<file path="src/rtl/lu_pkg.sv">
// Shared definitions for the 16-bit logic unit and its command sequencer.
package lu_pkg;

    localparam int LU_DATA_W = 16;

    localparam logic [2:0] LU_AND  = 3'b000;
    localparam logic [2:0] LU_OR   = 3'b001;
    localparam logic [2:0] LU_XOR  = 3'b010;
    localparam logic [2:0] LU_XNOR = 3'b011;
    localparam logic [2:0] LU_NAND = 3'b100;
    localparam logic [2:0] LU_NOR  = 3'b101;
    localparam logic [2:0] LU_NOTA = 3'b110;
    localparam logic [2:0] LU_TWOS = 3'b111;

    typedef enum logic [1:0] {
        IDLE  = 2'd0,
        DRIVE = 2'd1,
        HOLD  = 2'd2
    } lu_seq_state_t;

endpackage

</file>
<file path="src/rtl/lu_seq_top.sv">
// Integration wrapper: lu_sequencer driving the mux_8 logic unit.
module lu_seq_top
    import lu_pkg::*;
#(
    parameter int DATA_W        = LU_DATA_W,
    parameter int SETTLE_CYCLES = 1
) (
    input  logic              clk,
    input  logic              rst,
    input  logic              cmd_valid,
    output logic              cmd_ready,
    input  logic [2:0]        cmd_op,
    input  logic [DATA_W-1:0] cmd_a,
    input  logic [DATA_W-1:0] cmd_b,
    output logic              rsp_valid,
    input  logic              rsp_ready,
    output logic [DATA_W-1:0] rsp_data,
    output logic [2:0]        rsp_op,
    output logic              rsp_zero,
    output logic              rsp_neg,
    output logic              busy,
    output logic [15:0]       op_count
);

    logic [DATA_W-1:0] lu_a_s;
    logic [DATA_W-1:0] lu_b_s;
    logic              lu_s1_s;
    logic              lu_s2_s;
    logic              lu_s3_s;
    logic [DATA_W-1:0] lu_out_s;

    lu_sequencer #(
        .DATA_W        (DATA_W),
        .SETTLE_CYCLES (SETTLE_CYCLES)
    ) u_seq (
        .clk       (clk),
        .rst       (rst),
        .cmd_valid (cmd_valid),
        .cmd_ready (cmd_ready),
        .cmd_op    (cmd_op),
        .cmd_a     (cmd_a),
        .cmd_b     (cmd_b),
        .lu_a      (lu_a_s),
        .lu_b      (lu_b_s),
        .lu_s1     (lu_s1_s),
        .lu_s2     (lu_s2_s),
        .lu_s3     (lu_s3_s),
        .lu_out    (lu_out_s),
        .rsp_valid (rsp_valid),
        .rsp_ready (rsp_ready),
        .rsp_data  (rsp_data),
        .rsp_op    (rsp_op),
        .rsp_zero  (rsp_zero),
        .rsp_neg   (rsp_neg),
        .busy      (busy),
        .op_count  (op_count)
    );

    mux_8 #(
        .DATA_W (DATA_W)
    ) u_lu (
        .a  (lu_a_s),
        .b  (lu_b_s),
        .s1 (lu_s1_s),
        .s2 (lu_s2_s),
        .s3 (lu_s3_s),
        .y  (lu_out_s)
    );

endmodule

</file>
<file path="src/rtl/mux_8.sv">
// Combinational 16-bit logic unit; select {s1,s2,s3} picks one of eight functions of a/b.
module mux_8
    import lu_pkg::*;
#(
    parameter int DATA_W = LU_DATA_W
) (
    input  logic [DATA_W-1:0] a,
    input  logic [DATA_W-1:0] b,
    input  logic              s1,
    input  logic              s2,
    input  logic              s3,
    output logic [DATA_W-1:0] y
);

    // Function select decode
    always_comb begin
        y = {DATA_W{1'b0}};
        case ({s1, s2, s3})
            LU_AND:  y = a & b;
            LU_OR:   y = a | b;
            LU_XOR:  y = a ^ b;
            LU_XNOR: y = ~(a ^ b);
            LU_NAND: y = ~(a & b);
            LU_NOR:  y = ~(a | b);
            LU_NOTA: y = ~a;
            LU_TWOS: y = {DATA_W{1'b0}} - a;
            default: y = {DATA_W{1'b0}};
        endcase
    end

endmodule

</file>
<file path="src/rtl/lu_sequencer.sv">
// Command-side controller for mux_8: registers operands/select, waits SETTLE_CYCLES, captures result.
// Optional result flags (rsp_zero/rsp_neg) are built only when LU_SEQ_FLAGS_EN is defined.
module lu_sequencer
    import lu_pkg::*;
#(
    parameter int DATA_W        = LU_DATA_W,
    parameter int SETTLE_CYCLES = 1
) (
    input  logic              clk,
    input  logic              rst,
    input  logic              cmd_valid,
    output logic              cmd_ready,
    input  logic [2:0]        cmd_op,
    input  logic [DATA_W-1:0] cmd_a,
    input  logic [DATA_W-1:0] cmd_b,
    output logic [DATA_W-1:0] lu_a,
    output logic [DATA_W-1:0] lu_b,
    output logic              lu_s1,
    output logic              lu_s2,
    output logic              lu_s3,
    input  logic [DATA_W-1:0] lu_out,
    output logic              rsp_valid,
    input  logic              rsp_ready,
    output logic [DATA_W-1:0] rsp_data,
    output logic [2:0]        rsp_op,
    output logic              rsp_zero,
    output logic              rsp_neg,
    output logic              busy,
    output logic [15:0]       op_count
);

    localparam logic [3:0] SETTLE_LOAD = 4'(SETTLE_CYCLES - 1);

    lu_seq_state_t     state_r;
    logic [3:0]        cnt_r;
    logic [DATA_W-1:0] lu_a_r;
    logic [DATA_W-1:0] lu_b_r;
    logic [2:0]        sel_r;
    logic              rsp_valid_r;
    logic [DATA_W-1:0] rsp_data_r;
    logic [2:0]        rsp_op_r;
    logic [15:0]       op_count_r;

    logic ready_s;
    logic accept_s;
    logic capture_s;
    logic rsp_hs_s;

    // Ready is combinational so a result release and the next accept can share one edge
    always_comb begin
        ready_s = 1'b0;
        if (rst) begin
            ready_s = 1'b0;
        end else if (state_r == IDLE) begin
            ready_s = 1'b1;
        end else if (state_r == HOLD) begin
            ready_s = rsp_ready;
        end else begin
            ready_s = 1'b0;
        end
    end

    assign accept_s  = cmd_valid && ready_s;
    assign capture_s = (state_r == DRIVE) && (cnt_r == 4'd0);
    assign rsp_hs_s  = (state_r == HOLD) && rsp_valid_r && rsp_ready;

    // Main FSM with response-valid and completed-handshake count
    always_ff @(posedge clk or posedge rst) begin
        if (rst) begin
            state_r     <= IDLE;
            rsp_valid_r <= 1'b0;
            op_count_r  <= 16'd0;
        end else begin
            case (state_r)
                IDLE: begin
                    if (accept_s) begin
                        state_r <= DRIVE;
                    end
                end
                DRIVE: begin
                    if (capture_s) begin
                        rsp_valid_r <= 1'b1;
                        state_r     <= HOLD;
                    end
                end
                HOLD: begin
                    if (rsp_hs_s) begin
                        op_count_r <= op_count_r + 16'd1;
                        // A chained accept keeps rsp_valid high so results stream without a bubble
                        if (accept_s) begin
                            state_r <= DRIVE;
                        end else begin
                            rsp_valid_r <= 1'b0;
                            state_r     <= IDLE;
                        end
                    end
                end
                default: begin
                    state_r     <= IDLE;
                    rsp_valid_r <= 1'b0;
                end
            endcase
        end
    end

    // Operand/select registers change only when a command is accepted
    always_ff @(posedge clk or posedge rst) begin
        if (rst) begin
            lu_a_r <= {DATA_W{1'b0}};
            lu_b_r <= {DATA_W{1'b0}};
            sel_r  <= 3'b000;
        end else if (accept_s) begin
            lu_a_r <= cmd_a;
            lu_b_r <= cmd_b;
            sel_r  <= cmd_op;
        end
    end

    // Settle counter: loaded on accept, counts down while driving
    always_ff @(posedge clk or posedge rst) begin
        if (rst) begin
            cnt_r <= 4'd0;
        end else if (accept_s) begin
            cnt_r <= SETTLE_LOAD;
        end else if ((state_r == DRIVE) && (cnt_r != 4'd0)) begin
            cnt_r <= cnt_r - 4'd1;
        end
    end

    // Result capture: lu_out is sampled only at the DRIVE-exit edge
    always_ff @(posedge clk or posedge rst) begin
        if (rst) begin
            rsp_data_r <= {DATA_W{1'b0}};
            rsp_op_r   <= 3'b000;
        end else if (capture_s) begin
            rsp_data_r <= lu_out;
            rsp_op_r   <= sel_r;
        end
    end

`ifdef LU_SEQ_FLAGS_EN
    logic rsp_zero_r;
    logic rsp_neg_r;

    // Result flags captured alongside rsp_data
    always_ff @(posedge clk or posedge rst) begin
        if (rst) begin
            rsp_zero_r <= 1'b0;
            rsp_neg_r  <= 1'b0;
        end else if (capture_s) begin
            rsp_zero_r <= (lu_out == {DATA_W{1'b0}});
            rsp_neg_r  <= lu_out[DATA_W-1];
        end
    end

    assign rsp_zero = rsp_zero_r;
    assign rsp_neg  = rsp_neg_r;
`else
    assign rsp_zero = 1'b0;
    assign rsp_neg  = 1'b0;
`endif

    assign cmd_ready = ready_s;
    assign lu_a      = lu_a_r;
    assign lu_b      = lu_b_r;
    assign lu_s1     = sel_r[2];
    assign lu_s2     = sel_r[1];
    assign lu_s3     = sel_r[0];
    assign rsp_valid = rsp_valid_r;
    assign rsp_data  = rsp_data_r;
    assign rsp_op    = rsp_op_r;
    assign busy      = (state_r != IDLE);
    assign op_count  = op_count_r;

endmodule

</file>
<file path="config.mk">
export PLATFORM = sky130hd
export DESIGN_NAME = lu_seq_top
export DESIGN_NICKNAME = d
export VERILOG_FILES = /design/src/rtl/lu_pkg.sv /design/src/rtl/lu_seq_top.sv /design/src/rtl/mux_8.sv /design/src/rtl/lu_sequencer.sv
export SDC_FILE = /design/constraint.sdc
export NUM_CORES = 1
export LEC_CHECK = 0
export CORE_ASPECT_RATIO = 2
export CORE_UTILIZATION = 55
export CTS_CLUSTER_DIAMETER = 120
export CTS_CLUSTER_SIZE = 28
export DETAILED_ROUTE_END_ITERATION = 16
export GPL_ROUTABILITY_DRIVEN = 0
export PLACE_DENSITY = 0.86
export SYNTH_ARGS = -nofsm -noshare
export SYNTH_HDL_FRONTEND = slang
export SYNTH_SLANG_ARGS = --single-unit
</file>
<file path="constraint.sdc">
create_clock -name clk -period 6.23 [get_ports clk]
set_input_delay 0.623 -clock clk [delete_from_list [all_inputs] [get_ports clk]]
set_output_delay 0.623 -clock clk [all_outputs]
set_load 0.005 [all_outputs]
</file>
==> metrics.txt <==
# TYPE chip_impl_metric gauge
chip_impl_info{name="timing.critical_path.slowest_stage_cell",value="clkdlybuf4s50_1"} 1
chip_impl_info{name="critical_path.most_common_cell",value="clkdlybuf4s50_1"} 1
chip_impl_metric{name="dpl_cell_area",unit="mm^2"} 0.00559
chip_impl_metric{name="cts_hold_repair.buffers",unit=""} 0
chip_impl_metric{name="worst-slew-pin-transition",unit="ns"} 0.980
chip_impl_metric{name="cpPeakStageDelay",unit="ns"} 0.57
chip_impl_info{name="most-common-layout-cells",value="dfrtp_1, clkdlybuf4s50_1, nand2_1, inv_1, o21ai_1"} 1
chip_impl_metric{name="max-slew-margin-rel",unit=""} 0.346
chip_impl_metric{name="clkLatencyLatePin",unit="ns"} 0.34
chip_impl_metric{name="die-height",unit="um"} 135
chip_impl_metric{name="maxCapViolCount",unit=""} 0
chip_impl_metric{name="setup-tns-final",unit="ns"} 0
chip_impl_metric{name="post_route_minimum_period",unit="ns"} 2.73
chip_impl_metric{name="finalInstanceArea",unit="mm^2"} 0.00592
chip_impl_metric{name="antenna_found_initial",unit=""} 0
chip_impl_metric{name="vias",unit=""} 4245
chip_impl_metric{name="finalMaxSlewViolations",unit=""} 0
chip_impl_metric{name="multi_input_comb_area",unit="mm^2"} 0.00257
chip_impl_metric{name="fp.dieArea",unit="mm^2"} 0.00919
chip_impl_metric{name="cts_buffers",unit=""} 9
chip_impl_metric{name="total_of_flip_flops_plus_latches_after_synthesis",unit=""} 77
chip_impl_metric{name="hold_violations",unit=""} 0
chip_impl_metric{name="final_core_util",unit=""} 0.689
chip_impl_metric{name="worst_setup_hold_path_clk_slew",unit="ns"} 0.05
chip_impl_info{name="post_synth_main_area_contributors",value="dfrtp_1, ha_1, nand2_1, xnor2_1, o21ai_1"} 1
chip_impl_metric{name="via_count_of_the_first_global_routing_pass",unit=""} 4247
chip_impl_metric{name="cts-root-to-sink-buffers",unit=""} 2
chip_impl_info{name="grt_setup_unrepaired",value="false"} 1
chip_impl_info{name="hold_path_class",value="flip-flop to flip-flop"} 1
chip_impl_metric{name="avgRoutedWirePerCell",unit="um"} 16.6
chip_impl_metric{name="critPathBufInv",unit=""} 3
chip_impl_metric{name="total_power",unit="mW"} 3.06
chip_impl_metric{name="netlist.area_leader.share",unit=""} 0.399
chip_impl_metric{name="vdd.ir_drop.worst",unit="mV"} 0.337
chip_impl_metric{name="seq_area_frac_synth",unit=""} 0.399
chip_impl_info{name="synth_largest_area_cell",value="dfrtp_1"} 1
chip_impl_metric{name="drt_iter0_drc",unit=""} 298
chip_impl_metric{name="numPortBuffers",unit=""} 76
chip_impl_info{name="root_buffer",value="clkbuf_16"} 1
chip_impl_metric{name="syn2layout_area_growth",unit="%"} 22.5
chip_impl_metric{name="synthesis.area_per_instance",unit="um^2"} 8.80
chip_impl_info{name="run_status",value="finished, final reports clean"} 1
chip_impl_metric{name="post_synth_inst_count",unit=""} 549
chip_impl_info{name="timing.rr.start",value="u_seq.cnt_r[0]"} 1
chip_impl_metric{name="drt_wl_total",unit="um"} 11800
chip_impl_info{name="start_kind",value="input port"} 1
chip_impl_info{name="worstSetupEndpointType",value="primary output"} 1
chip_impl_metric{name="pin_count_of_the_biggest_net_entering_global_routing",unit=""} 78
chip_impl_metric{name="cts.htree.levels",unit=""} 3
chip_impl_metric{name="nets",unit=""} 685
chip_impl_metric{name="reported_leakage_power",unit="nW"} 2.59
chip_impl_metric{name="design.portCount",unit=""} 79
chip_impl_metric{name="ys_types",unit=""} 60
chip_impl_metric{name="hpwl_detailed",unit="um"} 8260
chip_impl_info{name="layout_commonest_cell",value="dfrtp_1"} 1
chip_impl_metric{name="n_antenna_cell",unit=""} 0
chip_impl_metric{name="cts.repair.resized",unit=""} 0
chip_impl_info{name="cts_tree",value="done"} 1
chip_impl_metric{name="final_ws_setup",unit="ns"} 3.50
chip_impl_metric{name="synth_edf_count",unit=""} 0
chip_impl_metric{name="maxClockFrequency",unit="MHz"} 366
chip_impl_metric{name="yosys_warnings",unit=""} 0
chip_impl_metric{name="floorplan.die.width",unit="um"} 68.3
chip_impl_metric{name="final.fill_count",unit=""} 673
chip_impl_info{name="min_from",value="u_seq.rsp_op[2]"} 1
chip_impl_metric{name="worst_hold_slack",unit="ns"} 0.487
chip_impl_metric{name="drive_above_1_share",unit=""} 0.0520
chip_impl_metric{name="fin_worst_skew",unit="ns"} 0.00734
chip_impl_metric{name="total_standard_cell_area_after_synthesis",unit="mm^2"} 0.00483
chip_impl_metric{name="detail-route-antenna-nets",unit=""} 0
chip_impl_metric{name="grt_remaining_overflow",unit=""} 0
chip_impl_metric{name="grt_first_pass_wirelength",unit="um"} 19500
chip_impl_metric{name="setup_violations",unit=""} 0
chip_impl_metric{name="placement.setup.worst_slack",unit="ns"} 3.41
chip_impl_metric{name="post-route-drc-count",unit=""} 0
chip_impl_metric{name="cts.repair_timing.setup_buffer_count",unit=""} 0
chip_impl_metric{name="cp_data_arrival_time",unit="ns"} 2.11
chip_impl_metric{name="floorplan.initialDensity",unit=""} 0.563
chip_impl_metric{name="crit_path_max_fanout",unit=""} 4
chip_impl_metric{name="dp.cells",unit=""} 699
chip_impl_info{name="path_cells",value="clkdlybuf4s50_1 > inv_1 > a211oi_1 > clkdlybuf4s50_1"} 1
chip_impl_info{name="crit_type",value="input port to primary output"} 1
chip_impl_metric{name="synth_async_sr_flop_share",unit=""} 1.00
chip_impl_info{name="critical-path-top-delay-family",value="buffers and inverters"} 1
chip_impl_info{name="ys.flop_type",value="dfrtp_1"} 1
chip_impl_metric{name="avgViaCountPerCell",unit=""} 5.94
chip_impl_metric{name="rows",unit=""} 48
chip_impl_metric{name="gr-usage-all-layers",unit=""} 0.281
chip_impl_metric{name="cts.sinks",unit=""} 77
chip_impl_metric{name="post-route-period-util",unit=""} 0.439
chip_impl_metric{name="required",unit="ns"} 5.61
chip_impl_metric{name="power_per_cell_area",unit="mW/mm^2"} 517
chip_impl_metric{name="core_region_area",unit="mm^2"} 0.00859
chip_impl_info{name="crit_path_start",value="rsp_ready"} 1
chip_impl_metric{name="drt_pre_antenna_iters",unit=""} 5
chip_impl_metric{name="regArea",unit="mm^2"} 0.00193
chip_impl_metric{name="fin_cells",unit=""} 715
[cell families (layout without fill, tap and decap cells)]
logic type,count (synthesis),count (layout),synth area share
adder cells (fa/ha/maj),36,36,0.0932
XOR/XNOR,35,35,0.0634
AND/OR/NAND/NOR,174,174,0.177
AO/OA/AOI/OAI,141,141,0.179
flip-flops,77,77,0.399
buffers and inverters,77,142,0.0709
other,1,2,0.000776
multiplexers,8,8,0.0173
[sequential cells by signal, summed over array words and instances (netlist names)]
signal           cells
u_seq.lu_a          16
u_seq.lu_b          16
u_seq.op_count      16
u_seq.rsp_data      16
u_seq.cnt_r          4
u_seq.rsp_op         3
u_seq.sel_r          3
u_seq.state_r        2
u_seq.rsp_valid      1
[report_power, final]
part / internal, mW / total [mW] / switching [mW]
registers: 0.697 / 0.887 / 0.190
clock network: 0.373 / 0.574 / 0.201
logic: 0.702 / 1.60 / 0.895
[cell type report]
class	instances	area share
flip-flops and latches	77	0.326
inverters	44	0.0279
multi-input cells	396	0.434
clock buffers	13	0.0440
repair buffers	82	0.136
well taps	100	0.0211
clock inverters	3	0.0114
[Yosys cell counts, types with 8 or more instances]
cell,count
nor2_1,30
a21oi_1,25
o21ai_0,26
a221oi_1,9
o21ai_1,37
ha_1,36
o22ai_1,11
xnor2_1,26
nor2b_1,8
nand3_1,16
xor2_1,9
dfrtp_1,77
buf_2,16
inv_1,43
nand2_1,72
nand4_1,9
[routing by layer]
layer	vias up	global-route usage	routed length [um]
met2	166	0.484	6330
met3	42	0.0532	606
met5	-	0	0
met1	2008	0.303	4420
met4	0	0.164	486
li1	2029	-	-
[worst paths after layout]
path | end | slack [ns] | cells after the start
worst max-delay path | cmd_ready | 3.50 | 4
max in group asynchronous | u_seq.op_count[6] | 4.66 | 3
worst min-delay path | u_seq.rsp_op[2] | 0.49 | 2
worst min register to register | u_seq.rsp_op[2] | 0.49 | 2
min in group asynchronous | u_seq.op_count[0] | 0.94 | 3
worst max register to register | u_seq.rsp_data[9] | 3.99 | 8
[worst min-delay path: stages, from the launching register on]
cell     delay (ns)
dfrtp_1        0.34
nand2_1        0.05
o21ai_1        0.06
(Power assumes the default switching activity.)
